[src/rtl/score_pkg.sv]
// Shared types and default constants for the score keeper.
//   state_t           : score keeper FSM states
//   DEF_SCORE_W       : default width of score, length and high score
//   DEF_NDIG          : default number of BCD display digits
//   DEF_MAX_SCORE     : default winning score
//   DEF_HOLD_TICKS    : default number of ticks the final score flashes
package score_pkg;

    typedef enum logic [1:0] {
        ST_PLAY      = 2'd0,
        ST_HOLD      = 2'd1,
        ST_SHOW_HIGH = 2'd2
    } state_t;

    localparam int DEF_SCORE_W    = 7;
    localparam int DEF_NDIG       = 2;
    localparam int DEF_MAX_SCORE  = 50;
    localparam int DEF_HOLD_TICKS = 6;

endpackage

[src/rtl/score_bcd_counter.sv]
// Multi-digit BCD register with synchronous clear, parallel load and
// digit-wise increment (9 rolls to 0 and carries into the next digit).
//   clk, nRst   : clock, asynchronous active-low reset
//   i_clr       : synchronous clear (highest priority)
//   i_load      : load i_load_val
//   i_inc       : increment by one (lowest priority)
//   i_load_val  : parallel load value
//   o_bcd       : registered BCD value, digit 0 in bits [3:0]
//   o_inc_val   : combinational value o_bcd + 1, used for look-ahead
module score_bcd_counter
    import score_pkg::*;
#(
    parameter int NDIG = DEF_NDIG
) (
    input  logic              clk,
    input  logic              nRst,
    input  logic              i_clr,
    input  logic              i_load,
    input  logic              i_inc,
    input  logic [4*NDIG-1:0] i_load_val,
    output logic [4*NDIG-1:0] o_bcd,
    output logic [4*NDIG-1:0] o_inc_val
);

    logic [4*NDIG-1:0] r_bcd;
    logic [4*NDIG-1:0] w_inc;

    // Ripple the carry digit by digit; a digit only changes while the carry
    // from all lower digits is still set.
    always_comb begin
        logic carry;
        w_inc = r_bcd;
        carry = 1'b1;
        for (int d = 0; d < NDIG; d++) begin
            if (carry) begin
                if (r_bcd[4*d +: 4] == 4'd9) begin
                    w_inc[4*d +: 4] = 4'd0;
                end else begin
                    w_inc[4*d +: 4] = r_bcd[4*d +: 4] + 4'd1;
                    carry = 1'b0;
                end
            end
        end
    end

    always_ff @(posedge clk or negedge nRst) begin
        if (!nRst) begin
            r_bcd <= '0;
        end else if (i_clr) begin
            r_bcd <= '0;
        end else if (i_load) begin
            r_bcd <= i_load_val;
        end else if (i_inc) begin
            r_bcd <= w_inc;
        end
    end

    assign o_bcd     = r_bcd;
    assign o_inc_val = w_inc;

endmodule

[src/rtl/score_keeper.sv]
// Snake game score keeper: counts food, ends the game on a fatal collision
// or on reaching the winning score, flashes the final score for a number of
// ticks and then shows the best score until a new game is started.
//   clk, nRst   : clock, asynchronous active-low reset
//   tick        : slow timebase strobe (flash / hold timing)
//   good_coll   : food eaten strobe
//   bad_coll    : fatal collision strobe
//   start       : new game strobe
//   length      : snake length (equals current score)
//   bcd         : displayed value in BCD, digit 0 in bits [3:0]
//   blank       : 1 blanks the display digits
//   high_score  : best score since reset
//   game_over   : high whenever not playing
//   new_high    : last finished game set a new high score
//
// state        | meaning
// -------------+-----------------------------------------------
// ST_PLAY      | game running, collisions counted
// ST_HOLD      | game ended, final score flashing on ticks
// ST_SHOW_HIGH | high score displayed, waiting for start
module score_keeper
    import score_pkg::*;
#(
    parameter int SCORE_W    = DEF_SCORE_W,
    parameter int NDIG       = DEF_NDIG,
    parameter int MAX_SCORE  = DEF_MAX_SCORE,
    parameter int HOLD_TICKS = DEF_HOLD_TICKS
) (
    input  logic               clk,
    input  logic               nRst,
    input  logic               tick,
    input  logic               good_coll,
    input  logic               bad_coll,
    input  logic               start,
    output logic [SCORE_W-1:0] length,
    output logic [4*NDIG-1:0]  bcd,
    output logic               blank,
    output logic [SCORE_W-1:0] high_score,
    output logic               game_over,
    output logic               new_high
);

    if (MAX_SCORE >= 10**NDIG || MAX_SCORE >= 2**SCORE_W || HOLD_TICKS < 1) begin : g_bad_params
        $error("score_keeper: MAX_SCORE must fit NDIG digits and SCORE_W bits, HOLD_TICKS must be >= 1");
    end

    localparam int HCNT_W = (HOLD_TICKS < 2) ? 1 : $clog2(HOLD_TICKS + 1);
    localparam logic [SCORE_W-1:0] MAX_V     = SCORE_W'(MAX_SCORE);
    localparam logic [HCNT_W-1:0]  HOLD_INIT = HCNT_W'(HOLD_TICKS);

    state_t             r_state;
    logic [SCORE_W-1:0] r_score;
    logic [SCORE_W-1:0] r_high;
    logic [4*NDIG-1:0]  r_high_bcd;
    logic [HCNT_W-1:0]  r_hold_cnt;
    logic               r_blank;
    logic               r_game_over;
    logic               r_new_high;

    logic [SCORE_W-1:0] w_score_inc;
    logic               w_good;
    logic               w_end;
    logic [SCORE_W-1:0] w_final;
    logic [4*NDIG-1:0]  w_bcd_cur;
    logic [4*NDIG-1:0]  w_bcd_inc;
    logic [4*NDIG-1:0]  w_final_bcd;
    logic               w_bcd_clr;
    logic               w_bcd_load;
    logic               w_hold_last;

    assign w_score_inc = r_score + 1'b1;
    // bad_coll wins over good_coll in the same cycle
    assign w_good      = (r_state == ST_PLAY) && good_coll && !bad_coll;
    assign w_end       = (r_state == ST_PLAY) && (bad_coll || (good_coll && (w_score_inc == MAX_V)));
    // When the winning pellet ends the game, the final value is the
    // incremented one, so the high shadow takes the look-ahead BCD.
    assign w_final     = bad_coll ? r_score   : w_score_inc;
    assign w_final_bcd = bad_coll ? w_bcd_cur : w_bcd_inc;
    assign w_hold_last = (r_state == ST_HOLD) && tick && (r_hold_cnt == HCNT_W'(1));
    assign w_bcd_clr   = (r_state == ST_SHOW_HIGH) && start;
    assign w_bcd_load  = w_hold_last;

    score_bcd_counter #(
        .NDIG (NDIG)
    ) u_bcd (
        .clk        (clk),
        .nRst       (nRst),
        .i_clr      (w_bcd_clr),
        .i_load     (w_bcd_load),
        .i_inc      (w_good),
        .i_load_val (r_high_bcd),
        .o_bcd      (w_bcd_cur),
        .o_inc_val  (w_bcd_inc)
    );

    always_ff @(posedge clk or negedge nRst) begin
        if (!nRst) begin
            r_state     <= ST_PLAY;
            r_score     <= '0;
            r_high      <= '0;
            r_high_bcd  <= '0;
            r_hold_cnt  <= '0;
            r_blank     <= 1'b0;
            r_game_over <= 1'b0;
            r_new_high  <= 1'b0;
        end else begin
            case (r_state)
                ST_PLAY: begin
                    if (w_good) begin
                        r_score <= w_score_inc;
                    end
                    if (w_end) begin
                        if (w_final > r_high) begin
                            r_high     <= w_final;
                            r_high_bcd <= w_final_bcd;
                            r_new_high <= 1'b1;
                        end else begin
                            r_new_high <= 1'b0;
                        end
                        r_hold_cnt  <= HOLD_INIT;
                        r_game_over <= 1'b1;
                        r_state     <= ST_HOLD;
                    end
                end
                ST_HOLD: begin
                    if (tick) begin
                        if (w_hold_last) begin
                            r_blank <= 1'b0;
                            r_state <= ST_SHOW_HIGH;
                        end else begin
                            r_blank <= ~r_blank;
                        end
                        r_hold_cnt <= r_hold_cnt - 1'b1;
                    end
                end
                ST_SHOW_HIGH: begin
                    if (start) begin
                        r_score     <= '0;
                        r_blank     <= 1'b0;
                        r_game_over <= 1'b0;
                        r_new_high  <= 1'b0;
                        r_state     <= ST_PLAY;
                    end
                end
                default: begin
                    r_state <= ST_PLAY;
                end
            endcase
        end
    end

    assign length     = r_score;
    assign bcd        = w_bcd_cur;
    assign blank      = r_blank;
    assign high_score = r_high;
    assign game_over  = r_game_over;
    assign new_high   = r_new_high;

endmodule
[config.mk]
export PLATFORM = sky130hd
export DESIGN_NAME = score_keeper
export DESIGN_NICKNAME = d
export VERILOG_FILES = /design/src/rtl/score_pkg.sv /design/src/rtl/score_bcd_counter.sv /design/src/rtl/score_keeper.sv
export SDC_FILE = /design/constraint.sdc
export NUM_CORES = 1
export LEC_CHECK = 0
export CORE_MARGIN = 2
export CORE_UTILIZATION = 50
export DETAILED_ROUTE_END_ITERATION = 8
export PLACE_DENSITY_LB_ADDON = 0.05
export SYNTH_ARGS = -nofsm -noshare
export SYNTH_HDL_FRONTEND = slang
export SYNTH_HIERARCHICAL = 1
export SYNTH_SLANG_ARGS = --single-unit
[constraint.sdc]
create_clock -name clk -period 5.61 [get_ports clk]
set_input_delay 1.122 -clock clk [delete_from_list [all_inputs] [get_ports clk]]
set_output_delay 1.122 -clock clk [all_outputs]
set_load 0.005 [all_outputs]
==> results of run 1 <==
[worst register-to-register path, stage by stage, from the launching register on]
cell     delay, ns
dfrtp_1       0.56
ha_1          0.42
and3_1        0.23
nand3_1       0.17
nor2_1        0.16
xor2_1        0.25
ha_1          0.29
nand3_1       0.12
o21ai_0       0.10
a21oi_1       0.13
buf_4         0.20
and2_4        0.30
mux2_4        0.32
[worst max path at each step]
stage / end / cells after the start / slack [ns] / from
floorplan: high_score[1] / 11 / 2.17 / bad_coll
global placement: high_score[5] / 10 / 1.46 / bad_coll
detailed placement: high_score[5] / 10 / 1.36 / bad_coll
CTS: high_score[5] / 10 / 1.70 / bad_coll
global route: high_score[1] / 10 / 1.51 / bad_coll
finish: high_score[1] / 10 / 1.70 / bad_coll
[power groups by stage]
stage          logic (W)  clock network, W  registers (W)
6_report        0.000402          0.000183       0.000456
4_1_cts         0.000405          0.000189       0.000456
3_3_place_gp    0.000398                 0       0.000460
2_1_floorplan   0.000295                 0       0.000413
5_1_grt         0.000453          0.000203       0.000471
3_5_place_dp    0.000402                 0       0.000461
[per-stage QoR]
stage / instance area (um^2) / std cells / power, W
2_1_floorplan: 2480 / 267 / 0.000708
3_3_place_gp: 2770 / 349 / 0.000858
3_5_place_dp: 2770 / 349 / 0.000863
4_1_cts: 2850 / 355 / 0.00105
5_1_grt: 2850 / 355 / 0.00113
6_report: 2850 / 355 / 0.00104
[state kept, by name, indices dropped and copies added, names as in the netlist]
register / cells
new_high: 1
r_state: 2
r_hold_cnt: 3
length: 7
game_over: 1
r_high_bcd: 8
blank: 1
high_score: 7
u_bcd/o_bcd: 8
[placed cells by master, fill, tap and decap left out, types with 2 or more instances in the layout]
master	instances
nand3_1	10
and3_1	2
a211o_1	2
nand3b_1	3
nor2_1	21
nor3_1	5
clkbuf_8	6
o31ai_1	4
mux2i_1	11
clkdlybuf4s50_1	29
a21o_1	5
xor2_1	8
ha_1	11
dfrtp_1	38
xnor2_1	5
nand2_1	14
and2_1	4
o21ai_0	11
nand4_1	2
nand2b_1	5
a22o_1	3
o311a_1	2
inv_1	18
a211oi_1	3
mux2_4	5
nand3_2	2
a21oi_1	25
nor2b_1	7
a221o_1	2
[metal layers]
metal / vias up / track usage
met4: 0 / 0.0595
met5: - / 0
met1: 941 / 0.294
li1: 986 / -
met2: 47 / 0.312
met3: 4 / 0.0528
[cell type report]
cell class | count | area (um^2) | share of cell area
clock buffers | 6 | 82.6 | 0.0290
flip-flops and latches | 38 | 951 | 0.333
inverters | 19 | 71.3 | 0.0250
repair buffers | 31 | 303 | 0.106
well taps | 67 | 83.8 | 0.0294
multi-input cells | 194 | 1360 | 0.477
[kinds of logic (layout without fill, tap and decap cells)]
group / count (synthesis) / after routing / share of synthesized area
compound gates: 69 / 69 / 0.185
xor+xnor: 13 / 13 / 0.0459
fa+ha+maj: 11 / 11 / 0.0555
buf+inv: 35 / 56 / 0.0681
flops: 38 / 38 / 0.383
mux: 17 / 17 / 0.0792
simple gates: 84 / 84 / 0.183
==> results.yml, run 1 <==
detailed_routing:
  avgViaCountPerCell: 5.57
  drt-pass1-iter-count: 4
  finalWirelength_mm: 5.30
  detail_route.wl_per_cell_um: 14.9
  wl_met3_um: 208
  wl_met1_mm: 2.68
  route.met2.wl_mm: 2.37
  drc_errors: 0
  vias: 1978
  postRouteAntennaNets: 0
  highest-signal-layer: "met4"
  drt-initial-drc-count: 64
global_routing:
  grt_max_degree: 39
  grt_pass1_wl_mm: 8.67
  antenna_found_initial: 0
  track_usage: 0.206
  grt_pass1_vias: 1794
  grt.overflow.total: 0
power_and_ir_drop:
  comb_power_share: 0.386
  internal_power_w: 0.000667
  clock_power_share: 0.176
  pwr_density_cell_mw_per_mm2: 365
  switchingPower_w: 0.000374
  irDropWorstVdd_v: 0.000205
  p_seq_frac: 0.438
  switching_share: 0.359
  p_leak_nw: 1.29
setup_path:
  cp.arrival_ns: 4.07
  worstPathCellList: "clkdlybuf4s50_1 > mux2i_1 > ha_1 > nor2b_1 > o211ai_1 > a21o_1 > a21oi_1 > buf_4 > and2_4 > mux2_4"
  end_kind: "flop"
  r2r_end: "high_score[1]"
  r2r_cells: 12
  worst-path-buf-inv: 2
  path_max_fanout: 19
  cp.required_ns: 5.78
  critPathMaxStageDelay_ns: 1.03
  reg2reg_slack_ns: 2.24
  reg2reg_from: "length[0]"
  worst_setup_path_start_kind: "input port"
  path_class: "in2reg"
  cp_top_family: "buffers and inverters"
  slowest_stage: "clkdlybuf4s50_1"
sta:
  holdWs_ns: 0.485
  worst_pin_slew_ns: 0.857
  fin_crit_sh: 0.696
  hold_violations: 0
  finalMaxSlewViolations: 0
  rsz0062_at_grt: "false"
  setup_slack_ns: 1.70
  relSlewSlack: 0.427
  setup_viol: 0
  fin_tns_setup_ns: 0
  period_needed_ns: 3.91
  max_freq_ghz: 0.256
  fin_skew_ns: 0.00820
min_path:
  worstHoldPathType: "reg2reg"
  min_path_cells: 1
  hp-start: "blank"
  holdPathEnd: "blank"
logic_synthesis:
  yosysWarningCount: 6
  synth_edf_count: 0
  synth.distinct_cells: 57
  synth.avg_cell_area_um2: 9.29
  syn-cell-area_mm2: 0.00248
  yosys.area.top_type: "dfrtp_1"
  ys_ff_latch: 38
  syn-instance-count: 267
  synth_ff_type: "dfrtp_1"
  synthArstFlopShare: 1.00
  synth_most_common_cell: "dfrtp_1"
  ys_seq_area_frac: 0.383
  synth_area_leaders: "dfrtp_1 38%, ha_1 5.5%, a21oi_1 5.0%"
  synth_top_area_share: 0.383
  yosys-top-cells-count: "38 x dfrtp_1, 25 x a21oi_1, 21 x nor2_1"
  syn_nets: 284
job:
  maxCapViolCount: 0
cts:
  ctsLongestPathBuffers: 2
  clk_latency_ns: 0.29
  cts.sinks: 38
  cts_tree: "done"
  cts_resized: 0
  path_clk_slew_ns: 0.07
  cts_buffers: 5
  cts_setup_buffers: 0
  cts_root_buf: "clkbuf_8"
  hold_buffers: 0
  cts.htree.levels: 2
finish:
  fillerInstances: 440
  final_util: 0.600
  diodes: 0
  layout-drive-gt1-share: 0.0660
  area_growth_pct: 15.0
  nets: 306
die:
  coreArea_mm2: 0.00475
  die_area_mm2: 0.00554
  io_pins: 31
  rows: 25
  die_w_um: 74.4
  start_util: 0.522
  fp.dieH_um: 74.4
outcome:
  outcome: "complete, no violations"
placement:
  portBuffers: 30
  dp_worst_setup_slack_ns: 1.36
  dp_hpwl_mm: 3.67
  routabilityCongestion: 0.785
Note: power is estimated with default switching activity, not from simulation.
==> inputs of run 2 (changes only) <==
clock period = 3.7 ns   (was 5.61 ns; I/O delays follow)
==> results.yml, run 2 (synthesis gave the netlist of run 1 again) <==
finish:
  final_cell_mix: "38 x dfrtp_1, 29 x clkdlybuf4s50_1, 25 x a21oi_1"
  diodes: 0
  multi_input_area_mm2: 0.00136
  seq_area_um2: 951
  nets: 311
  fin_cells: 361
  area_growth_pct: 16.2
  layout-drive-gt1-share: 0.0782
  mostFrequentLayoutCell: "dfrtp_1"
  fillerInstances: 450
min_path:
  hp-start: "blank"
  holdPathEnd: "blank"
  min_path_cells: 1
  worstHoldPathType: "reg2reg"
detailed_routing:
  drt-pass1-iter-count: 5
  postRouteAntennaNets: 0
  finalWirelength_mm: 5.41
  avgViaCountPerCell: 5.65
  drt-initial-drc-count: 110
  detail_route.wl_per_cell_um: 15.0
  vias: 2041
  drc_errors: 0
cts:
  cts_buffers: 5
  path_clk_slew_ns: 0.07
  cts.htree.levels: 2
  cts_tree: "done"
  hold_buffers: 0
  cts_root_buf: "clkbuf_8"
  cts_setup_buffers: 0
  clk_latency_ns: 0.29
  ctsLongestPathBuffers: 2
  cts_resized: 0
  cts.sinks: 38
setup_path:
  path_max_fanout: 15
  worst_setup_path_start_kind: "flop"
  reg2reg_slack_ns: 0.69
  path_class: "reg2reg"
  reg2reg_from: "length[1]"
  end_kind: "flop"
  cp.arrival_ns: 3.18
  r2r_end: "high_score[3]"
  cp.required_ns: 3.88
  r2r_cells: 11
global_routing:
  grt.overflow.total: 0
  track_usage: 0.215
  grt_max_degree: 39
  grt_pass1_vias: 1888
  antenna_found_initial: 0
  grt_pass1_wl_mm: 9.11
die:
  fp.dieH_um: 74.4
  io_pins: 31
  rows: 25
  coreArea_mm2: 0.00475
  start_util: 0.522
  die_area_mm2: 0.00554
  die_w_um: 74.4
sta:
  relSlewSlack: 0.428
  setup_viol: 0
  finalMaxSlewViolations: 0
  hold_violations: 0
  fin_tns_setup_ns: 0
  fin_skew_ns: 0.00507
  period_needed_ns: 3.01
  max_freq_ghz: 0.333
  worst_pin_slew_ns: 0.858
  fin_crit_sh: 0.813
  rsz0062_at_grt: "false"
job:
  maxCapViolCount: 0
power_and_ir_drop:
  irDropWorstVdd_v: 0.000349
  pwr_density_cell_mw_per_mm2: 553
  p_leak_nw: 1.31
placement:
  portBuffers: 30
  routabilityCongestion: 0.797
  dp_hpwl_mm: 3.79
  placedCellCount: 354
outcome:
  outcome: "complete, no violations"
-- run 2: how the worst max path moves through the flow --
| stage | startpoint | end | slack [ns] | cells after the start |
|---|---|---|---|---|
| after floorplan | bad_coll | high_score[1] | 0.64 | 11 |
| after global placement | bad_coll | high_score[3] | 0.54 | 10 |
| after detailed placement | bad_coll | high_score[1] | 0.47 | 9 |
| after CTS | length[1] | high_score[3] | 0.67 | 11 |
| after global routing | length[1] | high_score[4] | 0.50 | 11 |
| final | length[1] | high_score[3] | 0.69 | 11 |
-- run 2: report_power, final --
group          switching, W  internal [W]
sequential         0.000156      0.000522
clock              0.000138      0.000130
combinational      0.000290      0.000358
-- run 2: stage by stage --
step / instance area (um^2) / hold WS [ns] / total power (W) / util / worst slack (ns)
4_1_cts: 2880 / 0.503 / 0.00161 / 0.606 / 0.671
6_report: 2880 / 0.493 / 0.00159 / 0.606 / 0.693
3_3_place_gp: 2810 / 0.472 / 0.00132 / 0.590 / 0.541
3_5_place_dp: 2810 / 0.495 / 0.00133 / 0.590 / 0.475
5_1_grt: 2880 / 0.537 / 0.00172 / 0.606 / 0.499
2_1_floorplan: 2480 / 0.444 / 0.00107 / - / 0.642
-- run 2: area by class of cell --
cell class / instances / area share
inverters: 19 / 0.0247
multi-input cells: 194 / 0.472
clock buffers: 7 / 0.0265
flip-flops and latches: 38 / 0.330
well taps: 67 / 0.0291
repair buffers: 36 / 0.118
-- run 2: metal layers --
layer,track usage,wire [um],vias up,part of all wire
li1,-,-,1002,-
met1,0.305,2600,986,0.48
met2,0.341,2490,51,0.46
met3,0.0407,301,2,0.056
met4,0.0536,19,0,0.0035
met5,0,0,-,0
-- run 2: critical path, stage by stage (launching register included) --
cell	delay [ns]
dfrtp_1	0.47
ha_1	0.37
and3_1	0.22
nand3_1	0.15
nor2_1	0.15
xor2_1	0.24
ha_1	0.29
nand3_1	0.11
o21ai_0	0.09
a21oi_1	0.18
and2_4	0.32
mux2_4	0.32
